File: src/rtl/spi_arbiter.sv
// spi_arbiter: round-robin sharing of one spi_drv master among N_REQ requesters.
// Grants one request at a time, sequences the spi_drv command port, returns MISO.
//
// Ports:
//   clk, sreset                  clock, synchronous active-high reset
//   req, req_tx_data, req_n_clks per-requester request level, TX word, bit count
//   grant, done, err             one-hot single-cycle pulses back to requesters
//   rx_data                      received word, length-masked, held until next completion
//   active_id, busy              current/last granted requester, transfer in progress
//   spi_start_cmd, spi_tx_data,
//   spi_n_clks                   command to spi_drv
//   spi_rdy, spi_rx_miso         status and received word from spi_drv
module spi_arbiter #(
    parameter int N_REQ      = 4,
    parameter int SPI_MAXLEN = 16,
    parameter int CW         = $clog2(SPI_MAXLEN) + 1,
    localparam int IW        = $clog2(N_REQ)
) (
    input  logic                        clk,
    input  logic                        sreset,
    input  logic [N_REQ-1:0]            req,
    input  logic [N_REQ*SPI_MAXLEN-1:0] req_tx_data,
    input  logic [N_REQ*CW-1:0]         req_n_clks,
    output logic [N_REQ-1:0]            grant,
    output logic [N_REQ-1:0]            done,
    output logic [N_REQ-1:0]            err,
    output logic [SPI_MAXLEN-1:0]       rx_data,
    output logic [IW-1:0]               active_id,
    output logic                        busy,
    output logic                        spi_start_cmd,
    output logic [SPI_MAXLEN-1:0]       spi_tx_data,
    output logic [CW-1:0]               spi_n_clks,
    input  logic                        spi_rdy,
    input  logic [SPI_MAXLEN-1:0]       spi_rx_miso
);

    typedef enum logic [2:0] {
        IDLE,
        START,
        WAIT_BUSY,
        WAIT_DONE,
        RESP
    } state_t;

    localparam logic [SPI_MAXLEN:0] ONE = 1;

    state_t              state;
    state_t              state_nxt;
    logic [IW-1:0]       rr_ptr;
    logic [IW-1:0]       win;
    logic [IW-1:0]       win_inc;
    logic                win_vld;
    logic [CW-1:0]       win_len;
    logic                win_legal;
    logic                arb;
    logic [CW-1:0]       cur_len;
    logic                err_q;
    logic [IW-1:0]       err_id;
    logic [SPI_MAXLEN:0] len_ones;

    // Search from rr_ptr upward with wrap; descending loop lets the
    // nearest candidate overwrite the farther ones.
    always_comb begin
        win     = '0;
        win_vld = 1'b0;
        for (int k = N_REQ - 1; k >= 0; k--) begin
            if (req[(int'(rr_ptr) + k) % N_REQ]) begin
                win     = IW'((int'(rr_ptr) + k) % N_REQ);
                win_vld = 1'b1;
            end
        end
    end

    assign win_len   = req_n_clks[win*CW +: CW];
    assign win_legal = (win_len != '0) && (win_len <= CW'(SPI_MAXLEN));
    assign win_inc   = (win == IW'(N_REQ - 1)) ? '0 : win + 1'b1;
    assign arb       = (state == IDLE) && spi_rdy && win_vld;

    // Ones below the transfer length; a full-length transfer keeps every bit.
    assign len_ones = (ONE << cur_len) - ONE;

    always_comb begin
        state_nxt     = state;
        grant         = '0;
        done          = '0;
        err           = '0;
        busy          = 1'b1;
        spi_start_cmd = 1'b0;
        unique case (state)
            IDLE: begin
                busy = 1'b0;
                if (arb && win_legal) begin
                    state_nxt = START;
                end
            end
            START: begin
                spi_start_cmd     = 1'b1;
                grant[active_id]  = 1'b1;
                state_nxt         = WAIT_BUSY;
            end
            WAIT_BUSY: begin
                if (!spi_rdy) begin
                    state_nxt = WAIT_DONE;
                end
            end
            WAIT_DONE: begin
                if (spi_rdy) begin
                    state_nxt = RESP;
                end
            end
            RESP: begin
                done[active_id] = 1'b1;
                state_nxt       = IDLE;
            end
            default: begin
                state_nxt = IDLE;
            end
        endcase
        // A rejected request is answered from IDLE, never overlapping START.
        if (err_q) begin
            grant[err_id] = 1'b1;
            err[err_id]   = 1'b1;
        end
    end

    always_ff @(posedge clk) begin
        if (sreset) begin
            state       <= IDLE;
            rr_ptr      <= '0;
            active_id   <= '0;
            cur_len     <= '0;
            err_q       <= 1'b0;
            err_id      <= '0;
            rx_data     <= '0;
            spi_tx_data <= '0;
            spi_n_clks  <= '0;
        end else begin
            state <= state_nxt;
            err_q <= 1'b0;
            if (arb) begin
                rr_ptr <= win_inc;
                if (win_legal) begin
                    spi_tx_data <= req_tx_data[win*SPI_MAXLEN +: SPI_MAXLEN];
                    spi_n_clks  <= win_len;
                    cur_len     <= win_len;
                    active_id   <= win;
                end else begin
                    err_q  <= 1'b1;
                    err_id <= win;
                end
            end
            if (state == START) begin
                spi_tx_data <= '0;
                spi_n_clks  <= '0;
            end
            if ((state == WAIT_DONE) && spi_rdy) begin
                rx_data <= spi_rx_miso & len_ones[SPI_MAXLEN-1:0];
            end
        end
    end

endmodule

File: config.mk
export PLATFORM = sky130hd
export DESIGN_NAME = spi_arbiter
export DESIGN_NICKNAME = d
export VERILOG_FILES = /design/src/rtl/spi_arbiter.sv
export SDC_FILE = /design/constraint.sdc
export NUM_CORES = 1
export LEC_CHECK = 0
export BUFFER_PORTS_ARGS = -buffer_cell sky130_fd_sc_hd__buf_4
export CORE_ASPECT_RATIO = 1.25
export CORE_MARGIN = 4
export CORE_UTILIZATION = 44
export CTS_BUF_LIST = sky130_fd_sc_hd__clkbuf_4
export CTS_CLUSTER_SIZE = 12
export DETAILED_ROUTE_END_ITERATION = 12
export PLACE_DENSITY = 0.82
export SYNTH_ARGS = -nofsm -noshare
export SYNTH_HDL_FRONTEND = slang
export SYNTH_SLANG_ARGS = --single-unit
File: constraint.sdc
create_clock -name clk -period 7.5 [get_ports clk]
set_input_delay 1.125 -clock clk [delete_from_list [all_inputs] [get_ports clk]]
set_output_delay 1.125 -clock clk [all_outputs]
set_load 0.01 [all_outputs]
==> implementation parameters <==
Parameter                              Value

Layout
  Number of antenna diodes    0
  Reg area    1040 sq um
  P&R area growth vs syn    39.5%
  Filler cells    628
  Cell Count, Final, Fillers Out    611
  Area of combinational cells with multiple inputs    1980 sq um
  Ratio of cells with drive above 1 in the final layout    0.386
  Count of nets after finishing    629

STA
  Max-slew headroom at the worst pin    0.370
  Total of endpoints with negative setup slack in the final report    0
  Top achievable clock speed    0.271 GHz
  Final worst clock skew    0.0155 ns
  Tmin final    3.69 ns
  Setup TNS after final layout    0 ns
  Count of pins over their slew limit    0
  Worst slew pin tran    0.943 ns
  Final hold vios    0
  Final critical-path share of the clock period    0.492
  Setup repair after global routing missed its margin    no

Clocking
  Maximum buffer depth of the clock tree    2
  PostCTS Resize Cnt    0
  Number of clock sinks seen by CTS    52
  TritonCTS clock tree    yes
  Number of buffers inserted for hold repair after clock tree synthesis    0
  Clock transition at the registers of the reported paths    0.14 ns
  CTS H-tree lvls    2
  Inserted Clock Buffers    5
  Later-pin clock latency in the skew report    0.37 ns
  Root cell of the clock tree    sky130_fd_sc_hd__clkbuf_4
  Setup repair bufs after CTS    0

Routing
  Initial drt markers    148
  Routed length per instance    14.4 um
  Count of unresolved DRC violations after routing    0
  Count of TritonRoute iterations in the first routing pass    4
  Number of vias in the routed layout    3207
  Post-route antenna net violation count    0
  Per-cell via count in the routed design    5.25
  Total detailed-routing wirelength    8.81 mm

Place
  Final HPWL from detailed placement    7.01 mm
  Placer congestion estimate    0.819
  Count of buffers from port buffering    159
  Placed Cells    604

Synthesis
  Syn Std Cell Area    3150 sq um
  Combinational family with the most area after synthesis    multiplexers
  Number of enable-type register cells in the synthesized netlist    0
  Number of library cell types mapped by synthesis    39
  Mean instance size in the synthesized netlist    8.25 sq um
  Syn_nets    490
  Area share of and/or/nand/nor cells after synthesis    0.234
  Cells taking the most area after synthesis    sky130_fd_sc_hd__dfxtp_1 33%, sky130_fd_sc_hd__mux2i_1 17%, sky130_fd_sc_hd__nand2_1 8.3%
  Yosys warning total    0
  Mux cell area share after synthesis    0.257
  Area share of xor/xnor cells in the synthesized design    0.00556
  Area share of the leading cell type in the synthesized netlist    0.330
  Most instantiated flip-flop cell in the synthesis netlist    sky130_fd_sc_hd__dfxtp_1
  Fraction of the yosys area taken by sequential cells    0.330
  Area share of fa/ha/maj cells after synthesis    0.00397
  Synthesized netlist cell count    382
  Share of flip-flops with an asynchronous set or reset    0
  Dominant cell type by area after synthesis    sky130_fd_sc_hd__dfxtp_1
  Synth Area in Compound Gates    0.120
  Flop and latch count out of synthesis    52

Global routing
  Vias in the first global route    3155
  Wire length of the first global-routing pass    14.3 mm
  Pin count of the biggest net entering global routing    46
  Global route total overflow    0
  Number of antenna violations at the first check in global routing    0
  Global Route Usage Sum    0.201

Setup path
  Biggest cell delay along the critical path    0.86 ns
  Most repeated library cell on the critical path    sky130_fd_sc_hd__mux2i_1
  Crit-path slowest cell    sky130_fd_sc_hd__mux2_2
  Worst path required time    7.81 ns
  Cells along the critical path    buf_4 > mux2i_1 > nor2_1 > nor3_4 > buf_4 > mux2i_1 > mux2_2 > nand4_1 > mux2_2 > mux2i_1
  Start-to-end type of the worst setup path    input pin to register
  CP max FO    45
  Launching element type of the critical path    input pin
  Arrival time worst endpoint    4.00 ns
  Critical path endpoint category    register

Floorplan
  Overall die height    103 um
  Std-Cell Rows    34
  Core area    6980 sq um
  DIE AREA    8590 sq um
  Top-level port count    160
  Starting utilization of the core area    0.452
  Floorplan die width    83.7 um

Power
  Largest voltage drop on the vdd net    0.0968 mV
  Total chip power    0.752 mW
  Power density over the cells    171 nW/um^2
  Leakage    2.05 nW

Min path
  Hold Path Class    register to register

Run
  Max-cap violation count    0

Outcome
  Outcome    completed
==> layer usage <==
| layer | GRT usage | routed length, um | vias to the layer above |
|---|---|---|---|
| met1 | 0.213 | 3350 | 1428 |
| met4 | 0.0557 | 145 | 0 |
| met3 | 0.0671 | 784 | 13 |
| met5 | 0 | 0 | - |
| met2 | 0.382 | 4530 | 148 |
| li1 | - | - | 1618 |
==> cells by family (layout without fill, tap and decap cells) <==
group | after synthesis | count (layout)
AO/OA/AOI/OAI | 60 | 60
XOR/XNOR | 2 | 2
adder cells (fa/ha/maj) | 1 | 1
buffers and inverters | 32 | 171
flip-flops | 52 | 52
multiplexers | 78 | 78
AND/OR/NAND/NOR | 157 | 157
==> layout by cell type, fill, tap and decap left out, types with 2 or more instances in the layout <==
cell,instances
sky130_fd_sc_hd__nand2_1,70
sky130_fd_sc_hd__dfxtp_1,52
sky130_fd_sc_hd__o21ai_0,9
sky130_fd_sc_hd__nand4_1,3
sky130_fd_sc_hd__xnor2_1,2
sky130_fd_sc_hd__nor3_1,6
sky130_fd_sc_hd__nand3b_1,6
sky130_fd_sc_hd__mux2i_1,55
sky130_fd_sc_hd__a31o_2,2
sky130_fd_sc_hd__and3_1,2
sky130_fd_sc_hd__nand3_1,12
sky130_fd_sc_hd__nor2b_1,3
sky130_fd_sc_hd__o211ai_1,18
sky130_fd_sc_hd__inv_1,3
sky130_fd_sc_hd__nor3b_1,3
sky130_fd_sc_hd__nor2_1,25
sky130_fd_sc_hd__nand2b_1,16
sky130_fd_sc_hd__nor4_1,3
sky130_fd_sc_hd__mux2_2,23
sky130_fd_sc_hd__a21oi_1,21
sky130_fd_sc_hd__buf_4,161
sky130_fd_sc_hd__clkbuf_4,5
sky130_fd_sc_hd__or2_2,3
sky130_fd_sc_hd__o22ai_1,2
==> stage by stage <==
stage / util / worst slack [ns] / cell area, sq um / hold WS (ns)
floorplan: - / 4.36 / 3150 / 0.476
finish: 0.631 / 3.81 / 4400 / 0.466
global placement: 0.623 / 3.58 / 4350 / 0.439
global route: 0.631 / 3.64 / 4400 / 0.486
CTS: 0.631 / 3.83 / 4400 / 0.467
detailed placement: 0.623 / 3.43 / 4350 / 0.449
==> cells in the mapped netlist (2+ instances only) <==
cell / number
sky130_fd_sc_hd__mux2i_1: 55
sky130_fd_sc_hd__nor3_1: 6
sky130_fd_sc_hd__nand2_1: 70
sky130_fd_sc_hd__a31o_2: 2
sky130_fd_sc_hd__and3_1: 2
sky130_fd_sc_hd__inv_1: 3
sky130_fd_sc_hd__xnor2_1: 2
sky130_fd_sc_hd__o21ai_0: 9
sky130_fd_sc_hd__buf_6: 3
sky130_fd_sc_hd__nand3b_1: 6
sky130_fd_sc_hd__nor4_1: 3
sky130_fd_sc_hd__dfxtp_1: 52
sky130_fd_sc_hd__nor3b_1: 3
sky130_fd_sc_hd__buf_1: 3
sky130_fd_sc_hd__or2_2: 3
sky130_fd_sc_hd__nand4_1: 3
sky130_fd_sc_hd__a21oi_1: 22
sky130_fd_sc_hd__mux2_2: 23
sky130_fd_sc_hd__nand3_1: 12
sky130_fd_sc_hd__nor2_1: 26
sky130_fd_sc_hd__buf_2: 2
sky130_fd_sc_hd__nor2b_1: 3
sky130_fd_sc_hd__o22ai_1: 2
sky130_fd_sc_hd__nand2b_1: 16
sky130_fd_sc_hd__o211ai_1: 18
sky130_fd_sc_hd__clkbuf_1: 20
==> state kept, by name, indices dropped and copies added, names as in the netlist <==
register     count
err_q            1
spi_n_clks       5
err_id           2
cur_len          5
rr_ptr           2
spi_tx_data     16
rx_data         16
active_id        2
state            3
==> worst max-delay path: cells and delay by family <==
kind | cells | cell delay [ns]
muxes | 5 | 1.72
and+or+nand+nor | 3 | 0.46
buffers and inverters | 2 | 0.66
==> report_power, final <==
part	internal (mW)	switching, mW
registers	0.300	0.0263
logic	0.159	0.149
clock network	0.0343	0.0842
==> cell type report <==
| class | instances | area share |
|---|---|---|
| Inverter | 3 | 0.00256 |
| Tap cell | 90 | 0.0256 |
| Clock buffer | 5 | 0.00853 |
| Multi-Input combinational cell | 298 | 0.449 |
| Clock inverter | 2 | 0.00284 |
| Timing Repair Buffer | 161 | 0.275 |
| Sequential cell | 52 | 0.237 |
==> path summary, 6_finish.rpt <==
| check | slack [ns] | endpoint | cells past startpoint | startpoint |
|---|---|---|---|---|
| setup reg to reg | 4.17 | spi_tx_data[0] | 9 | rr_ptr[1] |
| hold reg to reg | 0.47 | rx_data[9] | 2 | rx_data[9] |
| setup / recovery | 3.81 | spi_tx_data[0] | 10 | req[2] |
| hold / removal | 0.47 | rx_data[9] | 2 | rx_data[9] |
(Power assumes the default switching activity.)
